==> src/rtl/fetch_pkg.sv <==
// Shared fetch-path constants and the prefetch queue entry type.
package fetch_pkg;

    localparam int unsigned XLEN        = 32;
    localparam int unsigned INSTR_BYTES = 4;

    typedef struct packed {
        logic [XLEN-1:0] pc;
        logic [XLEN-1:0] instr;
    } fetch_entry_t;

    function automatic logic [XLEN-1:0] align_pc(input logic [XLEN-1:0] pc);
        return {pc[XLEN-1:2], 2'b00};
    endfunction

endpackage

==> src/rtl/prefetch_fifo.sv <==
// Registered synchronous queue of fetched {pc, instr} entries with flush.
module prefetch_fifo
    import fetch_pkg::*;
#(
    parameter int unsigned DEPTH = 4
) (
    input  logic                       clk,
    input  logic                       rst,
    input  logic                       flush,
    input  logic                       push,
    input  logic                       pop,
    input  fetch_entry_t               wdata,
    output fetch_entry_t               head,
    output logic [$clog2(DEPTH+1)-1:0] count
);

    localparam int unsigned PW = $clog2(DEPTH);
    localparam int unsigned CW = $clog2(DEPTH + 1);

    fetch_entry_t  mem_q [DEPTH];
    logic [PW-1:0] wr_ptr_q;
    logic [PW-1:0] rd_ptr_q;
    logic [CW-1:0] count_q;
    logic          do_push;
    logic          do_pop;

    assign do_pop  = pop && (count_q != '0);
    assign do_push = push && ((count_q != CW'(DEPTH)) || do_pop);

    always_ff @(posedge clk) begin
        if (rst || flush) begin
            wr_ptr_q <= '0;
            rd_ptr_q <= '0;
            count_q  <= '0;
        end else begin
            if (do_push) begin
                wr_ptr_q <= wr_ptr_q + PW'(1);
            end
            if (do_pop) begin
                rd_ptr_q <= rd_ptr_q + PW'(1);
            end
            if (do_push && !do_pop) begin
                count_q <= count_q + CW'(1);
            end else if (do_pop && !do_push) begin
                count_q <= count_q - CW'(1);
            end
        end
    end

    // Storage needs no reset: pointers and count define validity.
    always_ff @(posedge clk) begin
        if (do_push) begin
            mem_q[wr_ptr_q] <= wdata;
        end
    end

    assign head  = mem_q[rd_ptr_q];
    assign count = count_q;

endmodule

==> src/rtl/instr_prefetch_buffer.sv <==
// Instruction prefetch buffer: sequential fetch into a queue feeding decode.
// Optional PREFETCH_BYPASS_EN offers a response directly when the queue is empty.
module instr_prefetch_buffer
    import fetch_pkg::*;
#(
    parameter int unsigned DEPTH    = 4,
    parameter logic [31:0] RESET_PC = 32'h0000_0000
) (
    input  logic                       clk,
    input  logic                       rst,
    input  logic                       i_redirect_valid,
    input  logic [31:0]                i_redirect_pc,
    output logic                       o_imem_rd_en,
    output logic [31:0]                o_imem_rd_addr,
    input  logic [31:0]                i_imem_rd_data,
    output logic                       o_dec_valid,
    output logic [31:0]                o_dec_instr,
    output logic [31:0]                o_dec_pc,
    input  logic                       i_dec_ready,
    output logic [$clog2(DEPTH+1)-1:0] o_count
);

    localparam int unsigned CW = $clog2(DEPTH + 1);

    logic [XLEN-1:0] fetch_pc_q;
    logic            inflight_q;
    logic [XLEN-1:0] inflight_pc_q;
    logic            issue;
    logic            bypass;
    logic            fifo_push;
    logic            fifo_pop;
    fetch_entry_t    fifo_wdata;
    fetch_entry_t    fifo_head;
    logic [CW-1:0]   fifo_count;

    // Reserving a slot for the in-flight response keeps the queue from overflowing.
    assign issue = !rst && !i_redirect_valid
                   && ((32'(fifo_count) + 32'(inflight_q)) < DEPTH);

`ifdef PREFETCH_BYPASS_EN
    assign bypass = inflight_q && !rst && !i_redirect_valid && (fifo_count == '0);
`else
    assign bypass = 1'b0;
`endif

    assign fifo_wdata = '{pc: inflight_pc_q, instr: i_imem_rd_data};

    always_comb begin
        o_dec_valid = 1'b0;
        o_dec_instr = '0;
        o_dec_pc    = '0;
        fifo_push   = 1'b0;
        fifo_pop    = 1'b0;
        if (!rst && !i_redirect_valid) begin
            fifo_push = inflight_q;
            if (bypass) begin
                o_dec_valid = 1'b1;
                o_dec_instr = i_imem_rd_data;
                o_dec_pc    = inflight_pc_q;
                fifo_push   = !i_dec_ready;
            end else if (fifo_count != '0) begin
                o_dec_valid = 1'b1;
                o_dec_instr = fifo_head.instr;
                o_dec_pc    = fifo_head.pc;
                fifo_pop    = i_dec_ready;
            end
        end
    end

    always_ff @(posedge clk) begin
        if (rst) begin
            fetch_pc_q    <= RESET_PC;
            inflight_q    <= 1'b0;
            inflight_pc_q <= '0;
        end else if (i_redirect_valid) begin
            fetch_pc_q <= align_pc(i_redirect_pc);
            inflight_q <= 1'b0;
        end else begin
            inflight_q <= issue;
            if (issue) begin
                inflight_pc_q <= fetch_pc_q;
                fetch_pc_q    <= fetch_pc_q + XLEN'(INSTR_BYTES);
            end
        end
    end

    prefetch_fifo #(
        .DEPTH (DEPTH)
    ) u_fifo (
        .clk   (clk),
        .rst   (rst),
        .flush (i_redirect_valid),
        .push  (fifo_push),
        .pop   (fifo_pop),
        .wdata (fifo_wdata),
        .head  (fifo_head),
        .count (fifo_count)
    );

    assign o_imem_rd_en   = issue;
    assign o_imem_rd_addr = fetch_pc_q;
    // The queue is logically empty during reset and in a flushing cycle.
    assign o_count        = (rst || i_redirect_valid) ? '0 : fifo_count;

endmodule

==> config.mk <==
export PLATFORM = sky130hd
export DESIGN_NAME = instr_prefetch_buffer
export DESIGN_NICKNAME = d
export VERILOG_FILES = /design/src/rtl/fetch_pkg.sv /design/src/rtl/prefetch_fifo.sv /design/src/rtl/instr_prefetch_buffer.sv
export SDC_FILE = /design/constraint.sdc
export NUM_CORES = 1
export LEC_CHECK = 0
export CAP_MARGIN = 20
export CORE_MARGIN = 5
export CORE_UTILIZATION = 45
export CTS_CLUSTER_DIAMETER = 50
export DETAILED_ROUTE_END_ITERATION = 8
export DONT_BUFFER_PORTS = 1
export PLACE_DENSITY_LB_ADDON = 0.1
export SYNTH_ARGS = -nofsm -noshare
export SYNTH_HDL_FRONTEND = slang
export SYNTH_SLANG_ARGS = --single-unit
==> constraint.sdc <==
create_clock -name clk -period 6.4 [get_ports clk]
set_clock_uncertainty 0.15 [all_clocks]
set_input_delay 1.92 -clock clk [delete_from_list [all_inputs] [get_ports clk]]
set_output_delay 1.92 -clock clk [all_outputs]
set_load 0.05 [all_outputs]
### Yosys cells after proc, flatten, opt, wreduce, memory -nomap -nowiden

Memory sizes are Yosys's and may differ from the RTL's. A register that Yosys moved wholly into a read port is not among the register bits.
Index checks and enable logic that the tools add are counted.

| storage, ports and cells | value |
|---|---|
| register bits | 72 |
| RAM bits | 256 |
| input bits | 68 |
| output and inout bits | 101 |
| logic and storage cells | 52 |
| memories kept | 1 |

| cells by class | value |
|---|---|
| $add $sub $neg | 6 |
| magnitude comparators | 1 |
| equal/unequal tests | 1 |
| multiplexer cells | 18 |
| bitwise gates (word level) | 1 |
| reduce and logical (&&, ||, !) cells | 17 |

Memory list:

| name | depth | bits a word | read ports | clocked after memory_dff | wr ports | line | source |
|---|---|---|---|---|---|---|---|
| u_fifo.mem_q | 4 | 64 | 1 | 1 | 1 | prefetch_fifo.sv:20 | `fetch_entry_t mem_q [DEPTH];` |

Operator list:

| kind | number |
|---|---|
| 2-to-1 mux 32 bit | 6 |
| adder 32 x 3 -> 32 bit, second input constant | 1 |
| 2-to-1 mux 3 bit | 3 |
| 2-to-1 mux 1 bit | 7 |
| logical AND 1 bit | 6 |
| adder 2 x 1 -> 2 bit, second input constant | 2 |
| adder 3 x 1 -> 4 bit | 1 |
| logical NOT 1 bit | 4 |
| less-than comparator 4 x 3 -> 1 bit, second input constant | 1 |
| 2-to-1 mux 2 bit | 2 |
| nonzero test 2 bit | 2 |
| adder 3 x 1 -> 3 bit, second input constant | 1 |
| != test 3 bit, second input constant | 1 |
| nonzero test 3 bit | 1 |
| subtractor 3 x 1 -> 3 bit, second input constant | 1 |
| logical OR 1 bit | 2 |
| AND reduction 2 bit | 1 |
| OR reduction 2 bit | 1 |
| NOT 1 bit | 1 |

### Depth between registers and ports, before layout

| depth | value |
|---|---|
| depth in word-level cells | 10 |
| gate-level depth with buffers | 12 |
| depth with buffers taken out | 9 |

### Cells and area by module

A second synthesis with hierarchy kept.

| second synthesis, totals | value |
|---|---|
| cells, all modules | 834 |
| area total of the unflattened synthesis | 13070.0 um^2 |

Modules (own cells, without submodules):

| module | times used | cells each | area an instance (um^2) | seq. area each (um^2) |
|---|---|---|---|---|
| prefetch_fifo | 1 | 382 | 9674.3 | 7867.5 |
| instr_prefetch_buffer | 1 | 452 | 3395.8 | 1221.2 |

### Least setup slack after synthesis

OpenSTA, ideal clock, no wires.

| timing path | value |
|---|---|
| kind | input-to-output |
| start | input port i_redirect_valid |
| end | output port o_imem_rd_en |
| arrival time | 3811 ps |
| data required time | 4330 ps |
| setup slack | 519 ps |
| stages on the path | 8 |
| path buffers | 5 |
| cells stage by stage | clkbuf_1 -> or2_1 -> buf_6 -> or3_1 -> buf_2 -> clkinv_1 -> buf_2 -> buf_1 |

| on the way | value |
|---|---|
| word-level cells in the longest chain between the ends | 3 |

Ends and longest elaborated chain:

| element | line | source |
|---|---|---|
| start: declaration | instr_prefetch_buffer.sv:11 | `input logic i_redirect_valid,` |
| logical NOT 1 bit | instr_prefetch_buffer.sv:37 | `assign issue = !rst && !i_redirect_valid` |
| logical AND 1 bit | instr_prefetch_buffer.sv:37 |  |
| logical AND 1 bit | instr_prefetch_buffer.sv:38 | `&& ((32'(fifo_count) + 32'(inflight_q)) < DEPTH);` |
| end: declaration | instr_prefetch_buffer.sv:13 | `output logic o_imem_rd_en,` |

Every way passes these cells.

### Worst setup path after layout

| timing path | value |
|---|---|
| start | input port rst |
| end | output port o_dec_instr[26] |

| on the way | value |
|---|---|
| word-level cells in the longest chain between the ends | 3 |

Ends and longest elaborated chain:

| element | line | source |
|---|---|---|
| start: declaration | instr_prefetch_buffer.sv:10 | `input logic rst,` |
| logical NOT 1 bit | instr_prefetch_buffer.sv:54 | `if (!rst && !i_redirect_valid) begin` |
| logical AND 1 bit | instr_prefetch_buffer.sv:54 |  |
| 2-to-1 mux 32 bit | instr_prefetch_buffer.sv:54 |  |
| end: declaration | instr_prefetch_buffer.sv:17 | `output logic [31:0] o_dec_instr,` |

Every way passes these cells.

==> run_results.csv <==
group,metric,value,unit
floorplanning,placementRows,61,
sta,hold_viol_final,0,
clocking,h-tree-depth,2,
clocking,numCtsBuffers,36,
floorplanning,die_height,178,um
clocking,cts-root-buf,"clkbuf_16",
global_routing,grt_pass1_vias,7332,
yosys,yosysUniqueCellTypes,48,
pwr,irDropWorstVdd,0.149,mV
clocking,cts_resized,0,
yosys,ys.flop_type,"edfxtp_1",
sta,max-slew-margin-rel,30.7,%
clocking,cts_setup_buffers,0,
layout,fillers,2367,
detailed_routing,vias_per_cell,5.60,
placed_design,io_buffers,0,
detailed_routing,wl,27400,um
sta,finalSetupViolCount,0,
global_routing,grt_pass1_wl,42700,um
sta,rsz0062_at_grt,"false",
clocking,cts_tree,"yes",
detailed_routing,drtAntennaViolNets,0,
setup_path,crit_fanout,64,
yosys,ys_warn_count,0,
setup_path,arrival,3.59,ns
global_routing,grt_use_total,17.6,%
setup_path,crit_required,4.33,ns
yosys,avgSynthCellArea,15.5,um2
yosys,synth-seq-cells,318,
pwr,p_leak,4.60,nW
yosys,synthArstFlopShare,0,%
flow_run,drv_cap,0,
yosys,ys_seq_area_share,69.9,%
pwr,power_density,313,nW/um2
layout,final_common_cell,"edfxtp_1",
layout,drive_gt1_share,16.4,%
floorplanning,start_util,45.5,%
detailed_routing,drcViolationCount,0,
sta,tns,0,ns
status,status,"finished, final reports clean",
floorplanning,dieArea,31600,um2
global_routing,antenna_found_initial,2,
layout,fin_nets,887,
sta,slew_violations,0,
setup_path,worstSetupPathType,"in2out",
floorplanning,core,27800,um2
setup_path,cp-end-kind,"primary output",
clocking,path_clk_slew,0.06,ns
yosys,syn_area,12700,um2
floorplanning,die_w,178,um
clocking,hold_buffers,0,
detailed_routing,vias,6794,
sta,min_period,5.66,ns
global_routing,overflow,0,
sta,worstMarginPinSlew,1.04,ns
clocking,clk_latency,0.51,ns
clocking,clock-sinks,318,
sta,finalCritPeriodShare,88.4,%
detailed_routing,wl_per_cell,22.6,um
placed_design,gp_congestion,0.856,
layout,multi_input_area,3560,um2
global_routing,grt_max_degree,70,
detailed_routing,drtIter0Drc,460,
placed_design,dp_hpwl,16400,um
yosys,synth-edff-count,248,
min_path,hold_class,"reg2reg",
setup_path,critPathLaunchType,"input pin",
floorplanning,io_pins,169,
layout,seq_area,8860,um2
layout,areaGrowthSynthToFinish,11.9,%
clocking,clk_path_buf_depth,3,
detailed_routing,drt_first_pass_iters,5,
yosys,synth_cells,818,
sta,fmax,177,MHz
layout,fin_util,51.0,%
layout,layout_common_cells,"edfxtp_1, nand2_1, and2_1",
## Yosys cell counts (5+ instances only)
cell type	count	area, um2
mux2_2	5	56.3
and3_1	7	43.8
nand3_1	10	50.1
ha_1	6	75.1
nor3_1	7	35.0
mux4_2	62	1400
clkbuf_1	36	135
buf_1	10	37.5
o21ai_0	10	50.1
edfxtp_1	248	7450
inv_1	7	26.3
o22ai_1	8	50.1
xor2_1	10	87.6
a31oi_1	17	106
a21oi_1	52	260
nor2_1	20	75.1
or3_1	7	43.8
nand4_1	15	93.8
nand2_1	88	330
dfxtp_1	70	1400
and2_1	76	475
## cell families after synthesis
group           count (synthesis)  share of synthesized area (%)
compound gates                104                           4.80
xor+xnor                       12                          0.831
fa+ha+maj                       7                          0.752
buf+inv                        63                           2.13
flops                         318                           69.9
mux                            68                           11.6
other cells                     1                         0.0296
simple gates                  245                           9.97
## sequential cells by signal, summed over array words and instances, names as in the netlist, named ones only
name,cells
inflight_pc_q,30
o_imem_rd_addr,30
u_fifo.rd_ptr_q,2
inflight_q,1
u_fifo.count,3
u_fifo.mem_q,248
u_fifo.wr_ptr_q,2
## power by group
group          switching (W)  internal [W]  leakage [nW]
registers          0.0000810       0.00224          2.98
clock network       0.000779       0.00123         0.569
logic              0.0000642     0.0000326          1.05
## worst max-delay path: stages
cell	delay, ns
or2_1	0.37
nor2_4	0.49
buf_12	0.25
and2_1	0.49
## area by class of cell
type,instances,share of cell area [%]
antenna,1,0.0177
inverter,9,0.239
sequential,318,62.5
timing repair buffer,7,0.442
clock inverter,14,1.10
clock buffer,47,7.16
multi-input combinational,440,25.2
tap,378,3.34
## final timing paths
| path | cells past startpoint | slack [ns] | startpoint | to |
|---|---|---|---|---|
| setup / recovery | 4 | 0.74 | rst | o_dec_instr[26] |
| hold / removal | 2 | 0.34 | inflight_pc_q[31]$_SDFFE_PP0P_ | inflight_pc_q[31]$_SDFFE_PP0P_ |
| setup reg to reg | 6 | 3.29 | o_imem_rd_addr[4]$_SDFFE_PP0P_ | o_imem_rd_addr[20]$_SDFFE_PP0P_ |
| hold reg to reg | 2 | 0.34 | inflight_pc_q[31]$_SDFFE_PP0P_ | inflight_pc_q[31]$_SDFFE_PP0P_ |
## per-layer routing
| layer | part of all wire [%] | vias up | global-route usage (%) |
|---|---|---|---|
| li1 | - | 3111 | - |
| met1 | 40 | 3438 | 21.7 |
| met2 | 49 | 207 | 29.2 |
| met3 | 9.3 | 36 | 6.48 |
| met4 | 1.6 | 2 | 4.96 |
| met5 | 0.073 | - | 0 |
## stage by stage
| stage | std cells | area [um2] | power [W] | worst slack (ns) | hold slack (ns) |
|---|---|---|---|---|---|
| 4_1_cts | 1212 | 14200 | 0.00448 | 0.735 | 0.341 |
| 2_1_floorplan | 821 | 12700 | 0.00244 | 0.519 | 0.310 |
| 3_3_place_gp | 1151 | 13000 | 0.00246 | 0.824 | 0.321 |
| 6_report | 1214 | 14200 | 0.00443 | 0.741 | 0.341 |
| 3_5_place_dp | 1151 | 13000 | 0.00247 | 0.739 | 0.332 |
| 5_1_grt | 1214 | 14200 | 0.00458 | 0.628 | 0.359 |
Note: power is estimated with default switching activity, not from simulation.
